[src/rtl/qenc_cnt_pkg.sv]
// Shared constants and Gray-step decode for the quadrature pulse counter.
// Field layout of the read word and the 4x decode table live here.
package qenc_cnt_pkg;

   localparam int CNT_W   = 15;
   localparam int ERR_BIT = 15;
   localparam int CH1_LSB = 16;

   // Forward (A-leads) order of {A,B}; position in this table is the phase index.
   localparam logic [1:0] GRAY_SEQ [4] = '{2'b00, 2'b10, 2'b11, 2'b01};

   typedef enum logic [1:0] {
      STEP_NONE = 2'd0,
      STEP_INC  = 2'd1,
      STEP_DEC  = 2'd2,
      STEP_ERR  = 2'd3
   } step_e;

   function automatic logic [1:0] gray_pos(input logic [1:0] ab);
      logic [1:0] pos;
      pos = 2'd0;
      for (int i = 0; i < 4; i++) begin
         if (GRAY_SEQ[i] == ab) pos = 2'(i);
      end
      return pos;
   endfunction

   // Phase distance mod 4: +1 forward, -1 (3) reverse, 2 means both bits flipped.
   function automatic step_e decode_step(input logic [1:0] old_ab, input logic [1:0] new_ab);
      logic [1:0] diff;
      step_e      step;
      diff = gray_pos(new_ab) - gray_pos(old_ab);
      case (diff)
         2'd1:    step = STEP_INC;
         2'd3:    step = STEP_DEC;
         2'd2:    step = STEP_ERR;
         default: step = STEP_NONE;
      endcase
      return step;
   endfunction

endpackage

[src/rtl/qenc_chan.sv]
// One quadrature channel: 2-FF synchronizer, glitch filter, priming,
// 4x decoder, 15-bit wrapping counter and sticky illegal-transition flag.
module qenc_chan
   import qenc_cnt_pkg::*;
#(
   parameter int FILT = 4,
   parameter int FW   = 8
) (
   input  logic             clk_i,
   input  logic             rst_ni,
   input  logic [1:0]       q_i,
   input  logic             wr_lo_i,
   input  logic             wr_hi_i,
   input  logic [15:0]      wdat_i,
   output logic [CNT_W-1:0] cnt_o,
   output logic             err_o
);

   localparam logic [FW-1:0] FLAST = FW'(FILT - 1);

   logic [1:0]       s1_q, s2_q;
   logic [1:0]       cand_q, cand_d;
   logic [1:0]       acc_q, acc_d;
   logic [FW-1:0]    fcnt_q, fcnt_d;
   logic             primed_q, primed_d;
   logic [CNT_W-1:0] cnt_q, cnt_d;
   logic             err_q, err_d;
   step_e            evt;

   // NOTE: every register here uses non-blocking assignment so that s2_q samples
   // the pre-edge s1_q; blocking would collapse the synchronizer to one stage.
   always_ff @(posedge clk_i or negedge rst_ni) begin
      if (!rst_ni) begin
         s1_q     <= 2'b00;
         s2_q     <= 2'b00;
         cand_q   <= 2'b00;
         acc_q    <= 2'b00;
         fcnt_q   <= '0;
         primed_q <= 1'b0;
         cnt_q    <= '0;
         err_q    <= 1'b0;
      end else begin
         s1_q     <= q_i;
         s2_q     <= s1_q;
         cand_q   <= cand_d;
         acc_q    <= acc_d;
         fcnt_q   <= fcnt_d;
         primed_q <= primed_d;
         cnt_q    <= cnt_d;
         err_q    <= err_d;
      end
   end

   // NOTE: each comb output gets a hold-value default first, so no path infers a latch.
   always_comb begin
      cand_d   = cand_q;
      acc_d    = acc_q;
      fcnt_d   = fcnt_q;
      primed_d = primed_q;
      evt      = STEP_NONE;
      if (s2_q != cand_q) begin
         cand_d = s2_q;
         fcnt_d = '0;
      end else if (fcnt_q < FLAST) begin
         fcnt_d = fcnt_q + FW'(1);
      end else if (!primed_q) begin
         // First stable value after reset is the reference point, never a step.
         primed_d = 1'b1;
         acc_d    = cand_q;
      end else if (cand_q != acc_q) begin
         acc_d = cand_q;
         evt   = decode_step(acc_q, cand_q);
      end
   end

   // A bus write to either byte takes precedence and drops that cycle's count step.
   always_comb begin
      cnt_d = cnt_q;
      err_d = err_q;
      if (wr_lo_i || wr_hi_i) begin
         if (wr_lo_i) cnt_d[7:0]       = wdat_i[7:0];
         if (wr_hi_i) cnt_d[CNT_W-1:8] = wdat_i[CNT_W-1:8];
      end else if (evt == STEP_INC) begin
         cnt_d = cnt_q + CNT_W'(1);
      end else if (evt == STEP_DEC) begin
         cnt_d = cnt_q - CNT_W'(1);
      end
      if (evt == STEP_ERR) err_d = 1'b1;
      if (wr_hi_i && wdat_i[15]) err_d = 1'b0;
   end

   assign cnt_o = cnt_q;
   assign err_o = err_q;

endmodule

[src/rtl/qenc_cnt.sv]
// Dual-channel quadrature pulse counter at register slot 7: splits write
// bytes per channel and concatenates the read word.
module qenc_cnt
   import qenc_cnt_pkg::*;
#(
   parameter int FILT = 4,
   parameter int FW   = 8
) (
   input  logic        wb_clk,
   input  logic        wb_rst_n,
   input  logic        we,
   input  logic [3:0]  sel,
   input  logic [31:0] dat,
   output logic [31:0] rdt,
   input  logic [1:0]  qa,
   input  logic [1:0]  qb
);

   logic [CNT_W-1:0] cnt0, cnt1;
   logic             err0, err1;

   qenc_chan #(.FILT(FILT), .FW(FW)) u_chan0 (
      .clk_i   (wb_clk),
      .rst_ni  (wb_rst_n),
      .q_i     ({qa[0], qb[0]}),
      .wr_lo_i (we & sel[0]),
      .wr_hi_i (we & sel[1]),
      .wdat_i  (dat[15:0]),
      .cnt_o   (cnt0),
      .err_o   (err0)
   );

   qenc_chan #(.FILT(FILT), .FW(FW)) u_chan1 (
      .clk_i   (wb_clk),
      .rst_ni  (wb_rst_n),
      .q_i     ({qa[1], qb[1]}),
      .wr_lo_i (we & sel[2]),
      .wr_hi_i (we & sel[3]),
      .wdat_i  (dat[31:16]),
      .cnt_o   (cnt1),
      .err_o   (err1)
   );

   always_comb begin
      rdt                          = '0;
      rdt[CNT_W-1:0]               = cnt0;
      rdt[ERR_BIT]                 = err0;
      rdt[CH1_LSB +: CNT_W]        = cnt1;
      rdt[CH1_LSB + ERR_BIT]       = err1;
   end

endmodule
[config.mk]
export PLATFORM = sky130hd
export DESIGN_NAME = qenc_cnt
export DESIGN_NICKNAME = d
export VERILOG_FILES = /design/src/rtl/qenc_cnt_pkg.sv /design/src/rtl/qenc_chan.sv /design/src/rtl/qenc_cnt.sv
export SDC_FILE = /design/constraint.sdc
export NUM_CORES = 1
export LEC_CHECK = 0
export BUFFER_PORTS_ARGS = -buffer_cell sky130_fd_sc_hd__buf_2
export CORE_ASPECT_RATIO = 1.1
export CORE_UTILIZATION = 60
export DETAILED_ROUTE_END_ITERATION = 7
export PLACE_DENSITY = 0.94
export RECOVER_POWER = 50
export SLEW_MARGIN = 15
export SYNTH_ARGS = -nofsm -noshare
export SYNTH_HDL_FRONTEND = slang
export SYNTH_HIERARCHICAL = 1
export SYNTH_SLANG_ARGS = --single-unit
[constraint.sdc]
create_clock -name wb_clk -period 8.9 [get_ports wb_clk]
set_input_delay 0.445 -clock wb_clk [delete_from_list [all_inputs] [get_ports wb_clk]]
set_output_delay 0.445 -clock wb_clk [all_outputs]
set_load 0.03 [all_outputs]
==> results.ini, run 1 <==
[finish]
synthToLayoutAreaGrowth_pct = 13.4
final_common_cell = buf_2
nNetsFinal = 631
seqCellArea_mm2 = 0.00165
drive_gt1_share_pct = 22.9
multi_input_area_mm2 = 0.00258
final_cell_mix = 74 x buf_2, 66 x dfrtp_1, 44 x ha_1
fin_cells = 632
antennaDiodeCount = 0
fillCellCount = 523

[timing]
slew_headroom_pct = -130
finalMaxSlewViolations = 67
fin_ws_ps = 4520
fin_setup_tns_ps = 0
skew_ps = 10.6
setup_violations = 0
fin_crit_sh_pct = 49.3
clock.fmax_mhz = 228
worst-slew-pin-transition_ps = 3460
min_period_ps = 4380
rsz0062_at_grt = no
hold_violations = 0
whs_ps = 200

[die]
dieWidth_um = 83.6
core_mm2 = 0.00705
die-area_mm2 = 0.00768
ios = 75
rows = 32
dieHeight_um = 91.8
initial_core_util_pct = 62.4

[drt]
dr.pass1.iters = 5
first_iter_violations = 254
route.vias.total = 3720
wl_um = 9890
route.detailed.drc = 0
post_drt_wl_per_cell_um = 15.7
antenna_left = 0
via_per_inst = 5.89

[yosys]
netlist_area_mm2 = 0.00440
seq_area_frac_synth_pct = 37.5
synth_cells = 472
synth_edf_count = 0
syn_area_per_cell_um2 = 9.32
synth_flop_cell = dfrtp_1
synth_seq_cells = 66
synth_nets = 561
postSynth.asyncResetShare_pct = 100
yosysUniqueCellTypes = 50
ys_warn_count = 6

[critical_path]
rrSetupSlack_ps = 4520
crit_required_ps = 9180
crit_path_start_kind = flop
rr_endpoint = u_chan1/cnt_o[14]
crit_type = reg2reg
endpoint_kind = flop
arrival_ps = 4660
r2r_start = u_chan1/cand_q[1]
r2r_cells = 17
cp_max_fo = 13

[cts]
cts_root_buf = clkbuf_8
cts_tree = done
path_clk_slew_ps = 80
cts-hold-fix-buffers = 0
htree_levels = 3
post_cts.repair.setup_buffers = 0
clockBufferDepth = 2
numCtsBuffers = 9
cts_sinks = 66
worstSkewPairLatency_ps = 350
cts_resized = 0

[outcome]
violations = capacitance limit, slew limit
status = finished with violations

[placed_design]
dp_slack_ps = 4600
hpwlAfterDp_um = 7390
place_inst = 616
place_congestion = 0.909
port-buffer-count = 74

[power_and_ir_drop]
finalPower_w = 0.00101
power.density_mw_per_mm2 = 203
ir_drop_mv = 0.130
p_leak_nw = 2.41

[global_routing]
antenna_found_initial = 0
groute.usage.overall_pct = 27.3
grt_pass1_wl_um = 16700
grt_pass1_vias = 3685
overflow = 0
grt_max_degree = 67

[min_path]
worst_hold_path_type = in2reg
hp-start = qb[0]
holdPathStages = 1
min_to = u_chan0/s1_q[0]

[flow_run]
drv_cap = 1

==> routing by layer <==
layer / part of all wire [%] / vias to the layer above / GRT usage [%]
met5: 0 / - / 0
met4: 2.0 / 0 / 10.7
met3: 5.1 / 19 / 4.95
met2: 50 / 137 / 47.6
met1: 43 / 1754 / 33.4
li1: - / 1810 / -
==> area by class of cell <==
class                           count  area share [%]
Clock inverter                      7            1.53
Clock buffer                        9            2.48
Inverter                           20            1.51
Tap cell                           85            2.13
Timing Repair Buffer               75            7.50
Multi-Input combinational cell    370            51.7
Sequential cell                    66            33.1
==> where the power goes <==
group	leakage, nW	internal [W]	switching (W)
clock network	0.0962	0.000131	0.000125
logic	1.49	0.000159	0.000236
registers	0.826	0.000332	0.0000305
==> registers in the layout, indices dropped and copies added, names as in the netlist, 8 cells and up <==
| name | count |
|---|---|
| u_chan1/cnt_o | 15 |
| u_chan1/fcnt_q | 8 |
| u_chan0/fcnt_q | 8 |
| u_chan0/cnt_o | 15 |
==> worst max-delay path by stage <==
stage | slack (ps) | startpoint | endpoint | cells after the start
after CTS | 4560 | u_chan1/cand_q[1] | u_chan1/cnt_o[14] | 17
after global routing | 4340 | u_chan1/cand_q[1] | u_chan1/cnt_o[14] | 18
after detailed placement | 4600 | u_chan1/cand_q[1] | u_chan1/cnt_o[14] | 17
after global placement | 4810 | u_chan0/cand_q[1] | u_chan0/cnt_o[14] | 17
after floorplan | 5020 | u_chan0/cand_q[0] | u_chan0/cnt_o[14] | 16
final | 4520 | u_chan1/cand_q[1] | u_chan1/cnt_o[14] | 17
==> Yosys cell counts (8+ instances only) <==
cell type / instances / area, um^2
dfrtp_1: 66 / 1650
ha_1: 44 / 551
a21oi_1: 38 / 190
nand2_1: 36 / 135
nor2_1: 34 / 128
o21ai_0: 32 / 160
inv_1: 20 / 75.1
xnor2_1: 18 / 158
xor2_1: 14 / 123
and2_2: 12 / 90.1
nor3_1: 12 / 60.1
a21o_1: 10 / 75.1
and3_1: 10 / 62.6
clkbuf_1: 10 / 37.5
and2_1: 8 / 50.1
nand3_1: 8 / 40.0
==> through the flow <==
stage          cell area, um^2  util [%]
2_1_floorplan             4400         -
3_3_place_gp              4800      68.1
3_5_place_dp              4800      68.1
4_1_cts                   5000      70.9
5_1_grt                   4990      70.8
6_report                  4990      70.8
==> worst max-delay path: stages, from the launching register on <==
cell	delay (ps)
dfrtp_1	430
inv_1	100
ha_1	280
ha_1	200
xnor2_1	290
inv_1	80
ha_1	180
o21bai_1	180
and4bb_2	280
inv_1	380
ha_1	370
nor2b_1	180
o31a_1	280
o31a_1	300
a21o_1	180
xor2_1	140
or3_1	300
a31oi_1	160
==> logic make-up after synthesis <==
logic type / synth area share, %
multiplexers: 1.88
XOR/XNOR: 6.37
AO/OA/AOI/OAI: 18.1
AND/OR/NAND/NOR: 19.0
flip-flops: 37.5
buffers and inverters: 3.64
adder cells (fa/ha/maj): 13.4
Power figures use the tool's default switching activity.
==> run 2, diff against run 1 <==
--- a/config.mk
+++ b/config.mk
@@ -7,9 +7,9 @@
 export LEC_CHECK = 0
 export BUFFER_PORTS_ARGS = -buffer_cell sky130_fd_sc_hd__buf_2
 export CORE_ASPECT_RATIO = 1.1
-export CORE_UTILIZATION = 60
+export CORE_UTILIZATION = 51
 export DETAILED_ROUTE_END_ITERATION = 7
-export PLACE_DENSITY = 0.94
+export PLACE_DENSITY = 0.86
 export RECOVER_POWER = 50
 export SLEW_MARGIN = 15
 export SYNTH_ARGS = -nofsm -noshare
==> constraint.sdc (replaced) <==
create_clock -name wb_clk -period 3.6 [get_ports wb_clk]
set_input_delay 0.18 -clock wb_clk [delete_from_list [all_inputs] [get_ports wb_clk]]
set_output_delay 0.18 -clock wb_clk [all_outputs]
set_load 0.03 [all_outputs]
==> run 2 against run 1 <==
Effect of this change: the run ends with capacitance limit, slew limit, setup timing left; critical path depth is 2 higher; sequential cell count unchanged; clock power grew to 2.8 times the previous value; wire length grew 37%; clock-buffer cell count unchanged; first-iteration DRC count unchanged; critical endpoint is now u_chan0/cnt_o[14]; critical path type unchanged.
==> results.ini, run 2 (synthesized netlist as in run 1, its figures left out) <==
[power_and_ir_drop]
p_sw_w = 0.00120  ; +210%
p_leak_nw = 3.00  ; +24%
p_seq_share_pct = 28.6  ; -7.1 points
swShare_pct = 37.9  ; -0.78 points
power.density_mw_per_mm2 = 494  ; +140%
ir_drop_mv = 0.322  ; +150%
combinationalPowerShare_pct = 49.1  ; +10 points
pwr-share-clk_pct = 22.3  ; -3.0 points
p_int_w = 0.00197  ; +220%

[finish]
nNetsFinal = 735  ; +16%
fillCellCount = 545  ; +4.2%
antennaDiodeCount = 0  ; unchanged
synthToLayoutAreaGrowth_pct = 45.9
final_cell_mix = 87 x buf_4, 73 x buf_2, 66 x dfrtp_1
drive_gt1_share_pct = 44.7  ; +22 points
final_common_cell = buf_4

[drt]
antenna_left = 0  ; unchanged
wl_um = 13500  ; +37%
dr.pass1.iters = 5  ; unchanged
route.vias.total = 4405  ; +18%
post_drt_wl_per_cell_um = 17.8  ; +14%
route.detailed.drc = 0  ; unchanged
via_per_inst = 5.78  ; -1.8%
first_iter_violations = 254  ; unchanged

[die]
ios = 75  ; unchanged
dieHeight_um = 99.4  ; +8.3%
die-area_mm2 = 0.00900  ; +17%
core_mm2 = 0.00836  ; +19%
dieWidth_um = 90.6  ; +8.3%
initial_core_util_pct = 52.6  ; -9.8 points
rows = 35  ; +9.4%

[cts]
numCtsBuffers = 9  ; unchanged
worstSkewPairLatency_ps = 360  ; about the same
cts_root_buf = clkbuf_8
clockBufferDepth = 2  ; unchanged
cts_tree = done
cts_sinks = 66  ; unchanged
htree_levels = 3  ; unchanged
path_clk_slew_ps = 80  ; about the same

[critical_path]
path_cells = inv_2, ha_4, inv_2, ha_4, xnor2_4, inv_1, ha_2, o21bai_4, and4bb_2, clkinvlp_4, buf_12, ha_4, nor2b_4, o31a_1, o31a_1, a21o_1, xor2_1, or3_1, a31oi_1
startpoint = u_chan0/acc_q[1]
crit_family = compound AO/OA/AOI/OAI gates
rr_endpoint = u_chan0/cnt_o[14]
crit_type = reg2reg
path_common_cell = ha_4
r2r_start = u_chan0/acc_q[1]
crit_required_ps = 3880  ; -5300 ps
crit_path_start_kind = flop
arrival_ps = 4190  ; -470 ps
endpoint_kind = flop
crit_buf_inv = 5  ; +2
rrSetupSlack_ps = -310  ; -4830 ps
cpPeakStageDelay_ps = 410  ; -20 ps
cp_slowest_cell = dfrtp_1
cp_max_fo = 6  ; -7
r2r_cells = 19  ; +2

[timing]
fin_setup_tns_ps = -1710  ; -1710 ps
fin_crit_sh_pct = 109  ; +59 points
min_period_ps = 3910  ; -469 ps
worst-slew-pin-transition_ps = 2400  ; -1060 ps
rsz0062_at_grt = yes
fin_ws_ps = -315  ; -4830 ps
setup_violations = 14  ; +14
whs_ps = 21.6  ; -179 ps
slew_headroom_pct = -60.0  ; +70 points
finalMaxSlewViolations = 46  ; -31%
hold_violations = 0  ; unchanged
skew_ps = 10.8  ; +0.130 ps
clock.fmax_mhz = 255  ; +12%

[placed_design]
port-buffer-count = 74  ; unchanged
hpwlAfterDp_um = 8450  ; +14%
place_congestion = 0.940  ; +3.5%

[min_path]
worst_hold_path_type = in2reg
min_to = u_chan0/cnt_o[8]
holdPathStages = 2  ; +1
hp-start = dat[8]

[outcome]
violations = capacitance limit, slew limit, setup timing
status = finished with violations

[global_routing]
overflow = 0  ; unchanged
grt_max_degree = 46  ; -31%
antenna_found_initial = 0  ; unchanged
groute.usage.overall_pct = 28.9  ; +1.7 points
grt_pass1_vias = 4464  ; +21%
grt_pass1_wl_um = 20600  ; +23%

[flow_run]
drv_cap = 1  ; unchanged

-- run 2: cell types whose count changed in the layout (fill, tap and decap cells not counted), moves of 6 or more --
cell	delta
ha_2	+9
dlygate4sd3_1	+6
inv_1	-7
o21ai_1	+16
ha_4	+15
xnor2_1	-6
buf_6	+8
buf_4	+87
o21ai_0	-17
ha_1	-24
-- run 2: worst register-to-register path, stage by stage, from the launching register on --
cell and delay [ps]:
dfrtp_1 410, inv_2 70, ha_4 260, inv_2 40
ha_4 160, xnor2_4 220, inv_1 70, ha_2 170
o21bai_4 160, and4bb_2 260, clkinvlp_4 120, buf_12 130
ha_4 200, nor2b_4 120, o31a_1 280, o31a_1 310
a21o_1 190, xor2_1 150, or3_1 310, a31oi_1 200
-- run 2: what timing repair did --
action	4_1_cts	5_1_grt
gates resized for setup	55	50
buffers inserted	12	13
cloned	1	0
hold buffers	5	1
pin swaps	25	25
hold endpoints to repair	5	1
endpoints found under the setup margin	20	20
-- run 2: metal layers --
| metal | GRT usage [%] | wire length (um) | up-vias |
|---|---|---|---|
| met3 | 4.74 | 843 | 58 |
| met5 | 0 | 0 | - |
| met4 | 12.0 | 629 | 0 |
| met1 | 32.7 | 5040 | 2125 |
| li1 | - | - | 2019 |
| met2 | 53.9 | 7030 | 203 |
-- run 2: power groups by stage --
stage          registers [W]  logic (W)  clock network, W
6_report            0.000907    0.00156          0.000706
5_1_grt             0.000917    0.00166          0.000742
4_1_cts             0.000900    0.00136          0.000704
3_5_place_dp        0.000910    0.00118                 0
3_3_place_gp        0.000904    0.00112                 0
2_1_floorplan        0.00101   0.000638                 0
-- run 2: area by class of cell --
cell class                 instances  area (um^2)  share of cell area [%]
clock buffer                       9          124                    1.93
clock inverter                     7         93.8                    1.46
inverter                          20         82.6                    1.29
multi-input combinational        370         3090                    48.2
sequential                        66         1650                    25.7
tap                              111          139                    2.16
timing repair buffer             179         1240                    19.3
-- run 2: worst max-delay path by stage --
stage	endpoint	cells after the start
3_3_place_gp	u_chan0/cnt_o[14]	14
3_5_place_dp	u_chan0/cnt_o[14]	14
5_1_grt	u_chan1/cnt_o[14]	19
4_1_cts	u_chan0/cnt_o[14]	19
6_report	u_chan0/cnt_o[14]	19
2_1_floorplan	u_chan0/cnt_o[14]	15
-- run 2: per-stage QoR --
stage	setup slack (ps)	total power, W	instance area [um^2]	utilization [%]	cells
6_report	-315	0.00317	6420	76.7	762
5_1_grt	-413	0.00332	6420	76.7	762
4_1_cts	-202	0.00296	6170	73.7	750
3_5_place_dp	-401	0.00209	5460	65.3	716
3_3_place_gp	-238	0.00202	5460	65.3	716
2_1_floorplan	-211	0.00164	4470	-	472
==> run 3, diff against run 2 <==
--- a/config.mk
+++ b/config.mk
@@ -11,6 +11,7 @@
 export DETAILED_ROUTE_END_ITERATION = 7
 export PLACE_DENSITY = 0.86
 export RECOVER_POWER = 50
+export SETUP_SLACK_MARGIN = 0.3
 export SLEW_MARGIN = 15
 export SYNTH_ARGS = -nofsm -noshare
 export SYNTH_HDL_FRONTEND = slang
==> constraint.sdc (replaced) <==
create_clock -name wb_clk -period 3.6 [get_ports wb_clk]
set_input_delay 0.18 -clock wb_clk [delete_from_list [all_inputs] [get_ports wb_clk]]
set_output_delay 0.18 -clock wb_clk [all_outputs]
set_load 0.02 [all_outputs]
==> run 3 against run 2 <==
Effect of this change: the flow still finishes with violations (capacitance limit, slew limit, setup timing); register-to-register slack lost 70 ps; sequential cell count did not move; worst setup slack lost 67 ps; total power shrank 2.2%; cell count shrank 2.0%; critical path depth did not move; cell area is essentially flat; sequential share of layout area barely moved; clock-buffer cell count up 1; highest routed layer unchanged.
==> results.ini, run 3 (synthesized netlist as in run 1, its figures left out) <==
[finish]
drive_gt1_share_pct = 43.4  ; -1.3 points
final_common_cell = buf_4
nNetsFinal = 720  ; -2.0%
final_cell_mix = 66 x buf_4, 64 x dfrtp_1, 60 x buf_2
antennaDiodeCount = 0  ; unchanged
final_util_pct = 76.8  ; about the same
design_area_mm2 = 0.00642  ; about the same
fillCellCount = 558  ; +2.4%
synthToLayoutAreaGrowth_pct = 46.0  ; about the same

[timing]
skew_ps = 5.88  ; -4.89 ps
fin_crit_sh_pct = 111  ; +1.9 points
fin_setup_tns_ps = -2340  ; -630 ps
hold_violations = 0  ; unchanged
worst-slew-pin-transition_ps = 2530  ; +134 ps
min_period_ps = 3980  ; +67.2 ps
finalMaxSlewViolations = 49  ; +6.5%
rsz0062_at_grt = yes
fin_ws_ps = -382  ; -67.2 ps
setup_violations = 16  ; +2
slew_headroom_pct = -69.0  ; -8.9 points
clock.fmax_mhz = 251  ; -1.7%

[global_routing]
groute.usage.overall_pct = 28.5  ; -0.40 points
overflow = 0  ; unchanged
grt_pass1_wl_um = 20100  ; -2.5%
grt_pass1_vias = 4289  ; -3.9%
antenna_found_initial = 0  ; unchanged
grt_max_degree = 49  ; +6.5%

[drt]
dr.pass1.iters = 5  ; unchanged
route.detailed.drc = 0  ; unchanged
via_per_inst = 5.94  ; +2.8%
first_iter_violations = 286  ; +13%
wl_um = 14400  ; +6.6%
antenna_left = 0  ; unchanged
post_drt_wl_per_cell_um = 19.3  ; +8.7%
route.vias.total = 4438  ; +0.75%

[placed_design]
port-buffer-count = 74  ; unchanged
hpwlAfterDp_um = 8480  ; +0.37%
place_congestion = 0.844  ; -10%
dpl_cell_area_mm2 = 0.00551  ; +0.87%

[cts]
cts_tree = done
cts_sinks = 66  ; unchanged
numCtsBuffers = 9  ; unchanged
cts_root_buf = clkbuf_8
htree_levels = 3  ; unchanged
clockBufferDepth = 2  ; unchanged
worstSkewPairLatency_ps = 350  ; about the same
path_clk_slew_ps = 80  ; about the same

[die]
core_mm2 = 0.00836  ; unchanged
rows = 35  ; unchanged
dieWidth_um = 90.6  ; unchanged
ios = 75  ; unchanged
initial_core_util_pct = 52.6  ; unchanged
dieHeight_um = 99.4  ; unchanged
die-area_mm2 = 0.00900  ; unchanged

[outcome]
status = finished with violations
violations = capacitance limit, slew limit, setup timing

[critical_path]
crit_required_ps = 3870  ; about the same
path_common_cell = ha_4
crit_path_start_kind = flop
cpPeakStageDelay_ps = 410  ; about the same
crit_buf_inv = 5  ; unchanged
cp_max_fo = 8  ; +2
crit_family = compound AO/OA/AOI/OAI gates
crit_type = reg2reg
path_cells = inv_2, ha_4, inv_2, ha_4, xnor2_4, ha_2, o21bai_1, and4bb_2, clkinvlp_4, buf_12, buf_4, ha_4, o21a_1, o31a_1, o31a_1, a21o_1, xor2_2, or3_1, a31oi_1
cp_slowest_cell = dfrtp_1
endpoint_kind = flop
arrival_ps = 4250  ; +60 ps

[flow_run]
drv_cap = 1  ; unchanged

[power_and_ir_drop]
ir_drop_mv = 0.306  ; -4.9%
finalPower_w = 0.00310  ; -2.2%
power.density_mw_per_mm2 = 482  ; -2.3%
p_leak_nw = 2.90  ; -3.3%

[min_path]
worst_hold_path_type = in2reg

[run 3: cell count changes in the layout (fill, tap and decap cells not counted), sizes merged]
| cell | before | now |
|---|---|---|
| bufinv | 2 | 1 |
| buf | 171 | 143 |
| clkbuf | 11 | 25 |
[run 3: cell type report]
| type | instances | area (um^2) | share of cell area [%] |
|---|---|---|---|
| Clock buffer | 10 | 128 | 1.99 |
| Tap cell | 111 | 139 | 2.16 |
| Inverter | 20 | 82.6 | 1.29 |
| Multi-Input combinational cell | 370 | 3200 | 49.9 |
| Clock inverter | 6 | 67.6 | 1.05 |
| Sequential cell | 66 | 1650 | 25.7 |
| Timing Repair Buffer | 164 | 1150 | 17.9 |
[run 3: worst paths after layout]
check	from	to	slack [ps]	depth (start not counted)
setup / recovery	u_chan1/acc_q[1]	u_chan1/cnt_o[14]	-380	19
hold / removal	dat[31]	u_chan1/err_o	30	2
setup reg to reg	u_chan1/acc_q[1]	u_chan1/cnt_o[14]	-380	19
hold reg to reg	u_chan0/s1_q[0]	u_chan0/s2_q[0]	350	0
max in group asynchronous	wb_rst_n	u_chan0/cand_q[0]	810	2
min in group asynchronous	wb_rst_n	u_chan1/cnt_o[10]	1150	2
[run 3: repair_timing]
action / in CTS / in global routing
gates cloned: 0 / 1
gates resized for setup: 52 / 56
endpoints found under the setup margin: 21 / 24
hold buffers: 4 / 2
pin swaps: 18 / 38
setup buffers: 12 / 7
endpoints found under the hold margin: 4 / 48
[run 3: stage by stage]
step	setup slack (ps)	hold slack (ps)	std cells
floorplan	-174	-116	472
global placement	-72.9	292	705
detailed placement	-160	290	705
CTS	-154	6.50	737
global route	-526	16.8	747
finish	-382	28.9	747
[run 3: routing by layer]
metal	GRT usage [%]	share of wire, %
met5	0	0
met4	12.2	4.7
met3	5.35	6.2
met2	53.5	54
met1	31.4	35
[run 3: worst register-to-register path, delay by kind of cell, from the launching register on]
family | cells | cell delay (ps)
simple gates | 2 | 700
fa+ha+maj | 4 | 830
compound gates | 6 | 1140
xor+xnor | 2 | 300
flops | 1 | 410
buf+inv | 5 | 510
[run 3: report_power, final]
part	total (W)	internal [W]	leakage (nW)	switching, W
clock network	0.000631	0.000321	0.0925	0.000310
logic	0.00156	0.000763	1.99	0.000793
registers	0.000912	0.000820	0.824	0.0000928
